<file path="src/rtl/demux_1_4.sv">
`default_nettype none
// ============================================================================
// Module      : demux_1_4
// Description : Registered 1-to-4 demultiplexer with valid/ready handshakes.
//               Each input word is steered into one of four holding registers
//               that drain independently.
// Revision    : 1.0 - initial release
// ============================================================================
module demux_1_4 #(
    parameter int NB_DATA = 32,
    parameter int NB_SEL  = 2
) (
    input  logic               clk_i,
    input  logic               reset_i,
    input  logic [NB_DATA-1:0] data_i,
    input  logic [NB_SEL-1:0]  sel_i,
    input  logic               valid_i,
    output logic               ready_o,
    output logic [NB_DATA-1:0] data1_o,
    output logic [NB_DATA-1:0] data2_o,
    output logic [NB_DATA-1:0] data3_o,
    output logic [NB_DATA-1:0] data4_o,
    output logic               valid1_o,
    output logic               valid2_o,
    output logic               valid3_o,
    output logic               valid4_o,
    input  logic               ready1_i,
    input  logic               ready2_i,
    input  logic               ready3_i,
    input  logic               ready4_i
);

    localparam int C_NUM_CH = 4;

    logic [C_NUM_CH-1:0] w_ready_ch;
    logic [C_NUM_CH-1:0] w_valid_ch;
    logic [NB_DATA-1:0]  w_data_ch [C_NUM_CH];
    logic                w_in_xfer;

    assign w_ready_ch = {ready4_i, ready3_i, ready2_i, ready1_i};

    // Acceptance depends only on the addressed channel, so a stalled consumer
    // never blocks words headed to the other three.
    assign ready_o   = !reset_i && (!w_valid_ch[sel_i] || w_ready_ch[sel_i]);
    assign w_in_xfer = valid_i && ready_o;

    generate
        for (genvar i = 0; i < C_NUM_CH; i++) begin : g_chan
            logic [NB_DATA-1:0] r_data;
            logic               r_valid;

            always_ff @(posedge clk_i) begin
                if (reset_i) begin
                    r_data  <= '0;
                    r_valid <= 1'b0;
                end else if (w_in_xfer && (sel_i == NB_SEL'(i))) begin
                    // A same-cycle drain is covered: the old word leaves and
                    // the new one takes its place with valid kept high.
                    r_data  <= data_i;
                    r_valid <= 1'b1;
                end else if (w_ready_ch[i]) begin
                    r_valid <= 1'b0;
                end
            end

            assign w_valid_ch[i] = r_valid;
            assign w_data_ch[i]  = r_data;
        end
    endgenerate

    assign data1_o  = w_data_ch[0];
    assign data2_o  = w_data_ch[1];
    assign data3_o  = w_data_ch[2];
    assign data4_o  = w_data_ch[3];
    assign valid1_o = w_valid_ch[0];
    assign valid2_o = w_valid_ch[1];
    assign valid3_o = w_valid_ch[2];
    assign valid4_o = w_valid_ch[3];

endmodule
`default_nettype wire

</file>
<file path="config.mk">
export PLATFORM = sky130hd
export DESIGN_NAME = demux_1_4
export DESIGN_NICKNAME = d
export VERILOG_FILES = /design/src/rtl/demux_1_4.sv
export SDC_FILE = /design/constraint.sdc
export NUM_CORES = 1
export LEC_CHECK = 0
export ABC_AREA = 1
export BUFFER_PORTS_ARGS = -buffer_cell sky130_fd_sc_hd__buf_2
export CAP_MARGIN = 20
export CORE_MARGIN = 2
export CORE_UTILIZATION = 40
export CTS_CLUSTER_SIZE = 25
export DETAILED_ROUTE_END_ITERATION = 12
export GPL_TIMING_DRIVEN = 1
export SLEW_MARGIN = 20
export SYNTH_ARGS = -nofsm -noshare
export SYNTH_HDL_FRONTEND = slang
export SYNTH_SLANG_ARGS = --single-unit
</file>
<file path="constraint.sdc">
create_clock -name clk_i -period 1.7 [get_ports clk_i]
set_clock_uncertainty 0.2 [all_clocks]
set_input_delay 0 -clock clk_i [delete_from_list [all_inputs] [get_ports clk_i]]
set_output_delay 0 -clock clk_i [all_outputs]
set_load 0.01 [all_outputs]
</file>
==> results.ini <==
[critical_path]
worstPathCellList = nand2_2 -> nand2_1 -> nand2_1 -> nand2_2 -> nand2_4 -> buf_6 -> nand4_4 -> buf_8 -> clkbuf_16 -> nand2_4 -> nand2_2 -> nor2_1
crit_start = valid2_o$_SDFFE_PP0P_
path_common_cell = nand2_2
crit_path_top_delay_cell = dfxtp_2
critPathRequiredTime_ns = 1.85
reg2reg_from = valid2_o$_SDFFE_PP0P_
critical_path_depth = 12
cp-start-kind = flop
cpLargestDelayFamily = simple AND/OR/NAND/NOR gates
cp_data_arrival_time_ns = 1.84
r2r_setup_slack_ns = 0.02
regToRegEndpoint = data3_o[23]$_SDFFE_PP0P_
worst_setup_path_end_kind = flop
path_buf_inv = 3
r2r_cells = 12
cpPeakStageDelay_ns = 0.33
crit_fanout = 6
crit_type = flop to flop
crit_path_end = data3_o[23]$_SDFFE_PP0P_

[floorplanning]
die-area_um2 = 14890
start_util_pct = 40.60
design.portCount = 174
fp.dieH_um = 122.0
die_w_um = 122.0
core_area_um2 = 13720
num_rows = 43

[clock_tree]
htreeDepth = 4
clk_pin_slew_ns = 0.06
cts_made_buffers = 17
cts_buffer_depth = 2
clkSinkCount = 132
cts-root-buf = clkbuf_16
cts_tree = done
clock_latency_ns = 0.41

[sta]
tightestPinTransition_ns = 0.3158
final_hold_viol_count = 0
fin_crit_ns = 1.684
setup_ws_ns = 0.01631
fmax_mhz = 593.9
final_max_slew_viol_count = 0
setup_violations = 0
fin_tns_setup_ns = 0
relSlewSlack_pct = 78.95
rsz0062_at_grt = true
timing.final.crit_share_pct = 99.04

[finish]
seqCellArea_um2 = 2648
drive_gt1_share_pct = 26.97
syn2layout_area_growth_pct = 48.45
fill_cells = 1250
n_antenna_cell = 0
multi_input_area_um2 = 2295
nNetsFinal = 1122

[synthesis]
netlist_area_um2 = 5570
synthSimpleGateAreaFrac_pct = 37.47
synthMuxAreaShare_pct = 0
synth_top_family_by_area = simple AND/OR/NAND/NOR gates
synth_xor_area_share_pct = 0
syn_nets = 898
postSynthAreaPerCell_um2 = 6.500
synth_cell_types = 15
syn-instance-count = 857
synth_compound_area_share_pct = 0.4492
synthAdderAreaFrac_pct = 0
yosys_warnings = 0
ys_seq_area_share_pct = 47.44
ys_ff_latch = 132

[placement]
io_buffers = 173
gp_congestion = 0.7680
pre_cts_ws_ns = 0.1307
dp_hpwl_um = 8957

[routing]
drt-pass1-iter-count = 4
ant_nets = 0
drt_iter0_drc = 317
drt-wirelength-per-cell_um = 12.88
viasPerCell = 4.276
drc = 0
wl_um = 16410
via_count = 5448

[global_routing]
grt_max_degree = 70
grt_antenna_before_repair = 0
gr-total-overflow = 0
grt_pass1_vias = 4607
grt_usage_pct = 19.07
grt_pass1_wl_um = 22360

[pwr]
pwr_density_cell_nw_per_um2 = 1019
design_power_total_w = 0.008424
p_leak_nw = 4.761
max-vdd-ir-drop_v = 0.0005625

[worst_hold_path]
hold_class = input port to flop

[job]
maxCapViolCount = 0

[status]
status = complete, no violations

-- through the flow --
stage	utilization (%)	cell area, um2	instances	hold WS [ns]
finish	60.27	8269	1274	0.1373
global route	60.27	8269	1274	0.1581
global placement	48.03	6589	1178	0.07218
floorplan	-	5570	857	-0.1559
CTS	56.01	7685	1250	0.1720
detailed placement	48.03	6589	1178	0.07800
-- metal layers --
| metal | track usage [%] | share of wire (%) | vias up |
|---|---|---|---|
| met3 | 6.414 | 6.1 | 24 |
| met4 | 6.681 | 1.7 | 0 |
| met2 | 30.27 | 48 | 136 |
| li1 | - | - | 2892 |
| met5 | 0 | 0 | - |
| met1 | 24.21 | 44 | 2396 |
-- tightest hold or removal path, delay by kind of cell --
kind / cells / cell delay, ns
buffers and inverters: 3 / 0.44
AND/OR/NAND/NOR: 2 / 0.20
AO/OA/AOI/OAI: 1 / 0.07
-- worst min path at each step --
stage | startpoint | to | cells after the start
6_report | sel_i[0] | valid4_o$_SDFFE_PP0P_ | 6
5_1_grt | sel_i[0] | valid4_o$_SDFFE_PP0P_ | 6
4_1_cts | reset_i | valid2_o$_SDFFE_PP0P_ | 3
3_5_place_dp | data_i[29] | data3_o[29]$_SDFFE_PP0P_ | 3
3_3_place_gp | data_i[29] | data4_o[29]$_SDFFE_PP0P_ | 3
2_1_floorplan | reset_i | ready_o | 1
-- kinds of logic (layout without fill, tap and decap cells) --
logic type	Yosys count	in the layout
compound gates	5	5
flops	132	132
simple gates	541	541
buf+inv	179	416
-- state kept, by name, summed over array words and instances (netlist names) --
signal / flops
data2_o: 32
valid2_o: 1
valid4_o: 1
data4_o: 32
data1_o: 32
data3_o: 32
valid3_o: 1
valid1_o: 1
-- cell usage after synthesis --
library cell / count / area (um2)
inv_2: 2 / 7.510
nand2_4: 1 / 11.26
nand4_2: 4 / 50.05
buf_6: 12 / 135.1
nor2_2: 1 / 6.260
nor2_1: 258 / 968.4
clkbuf_1: 14 / 52.55
a21oi_1: 5 / 25.02
buf_4: 13 / 97.59
buf_2: 4 / 20.02
inv_1: 134 / 503.0
nor2_4: 1 / 11.26
dfxtp_1: 132 / 2643
nand2_1: 273 / 1025
nand3_1: 3 / 15.01
-- cells in the final DEF, fill, tap and decap left out, types with 11 or more instances in the layout --
| master | synthesis | layout |
|---|---|---|
| nor2_1 | 258 | 247 |
| nand2_1 | 273 | 243 |
| buf_2 | 4 | 171 |
| inv_1 | 134 | 133 |
| dfxtp_1 | 132 | 128 |
| dlygate4sd3_1 | 0 | 39 |
| clkbuf_16 | 0 | 26 |
| nand2_2 | 0 | 22 |
| buf_12 | 0 | 12 |
| nor2_2 | 1 | 11 |
-- repair_timing --
action,CTS,global route
hold buffers,40,0
hold endpoints to repair,132,0
setup buffers,0,9
gates resized for setup,0,69
endpoints found under the setup margin,0,93
-- final cells by class --
| class | instances | area share [%] |
|---|---|---|
| clock buffer | 18 | 5.311 |
| clock inverter | 14 | 3.102 |
| inverter | 136 | 6.204 |
| multi-input combinational | 546 | 27.75 |
| sequential | 132 | 32.02 |
| tap | 180 | 2.724 |
| timing repair buffer | 248 | 22.89 |
-- where the power goes --
part | internal, W | leakage [nW] | switching [W] | total, W
Combinational | 0.000361 | 3.35 | 0.000471 | 0.000832
Sequential | 0.00321 | 1.07 | 0.0000524 | 0.00326
Clock | 0.00293 | 0.332 | 0.00140 | 0.00433
No activity file was read; power rests on OpenSTA's default activity.
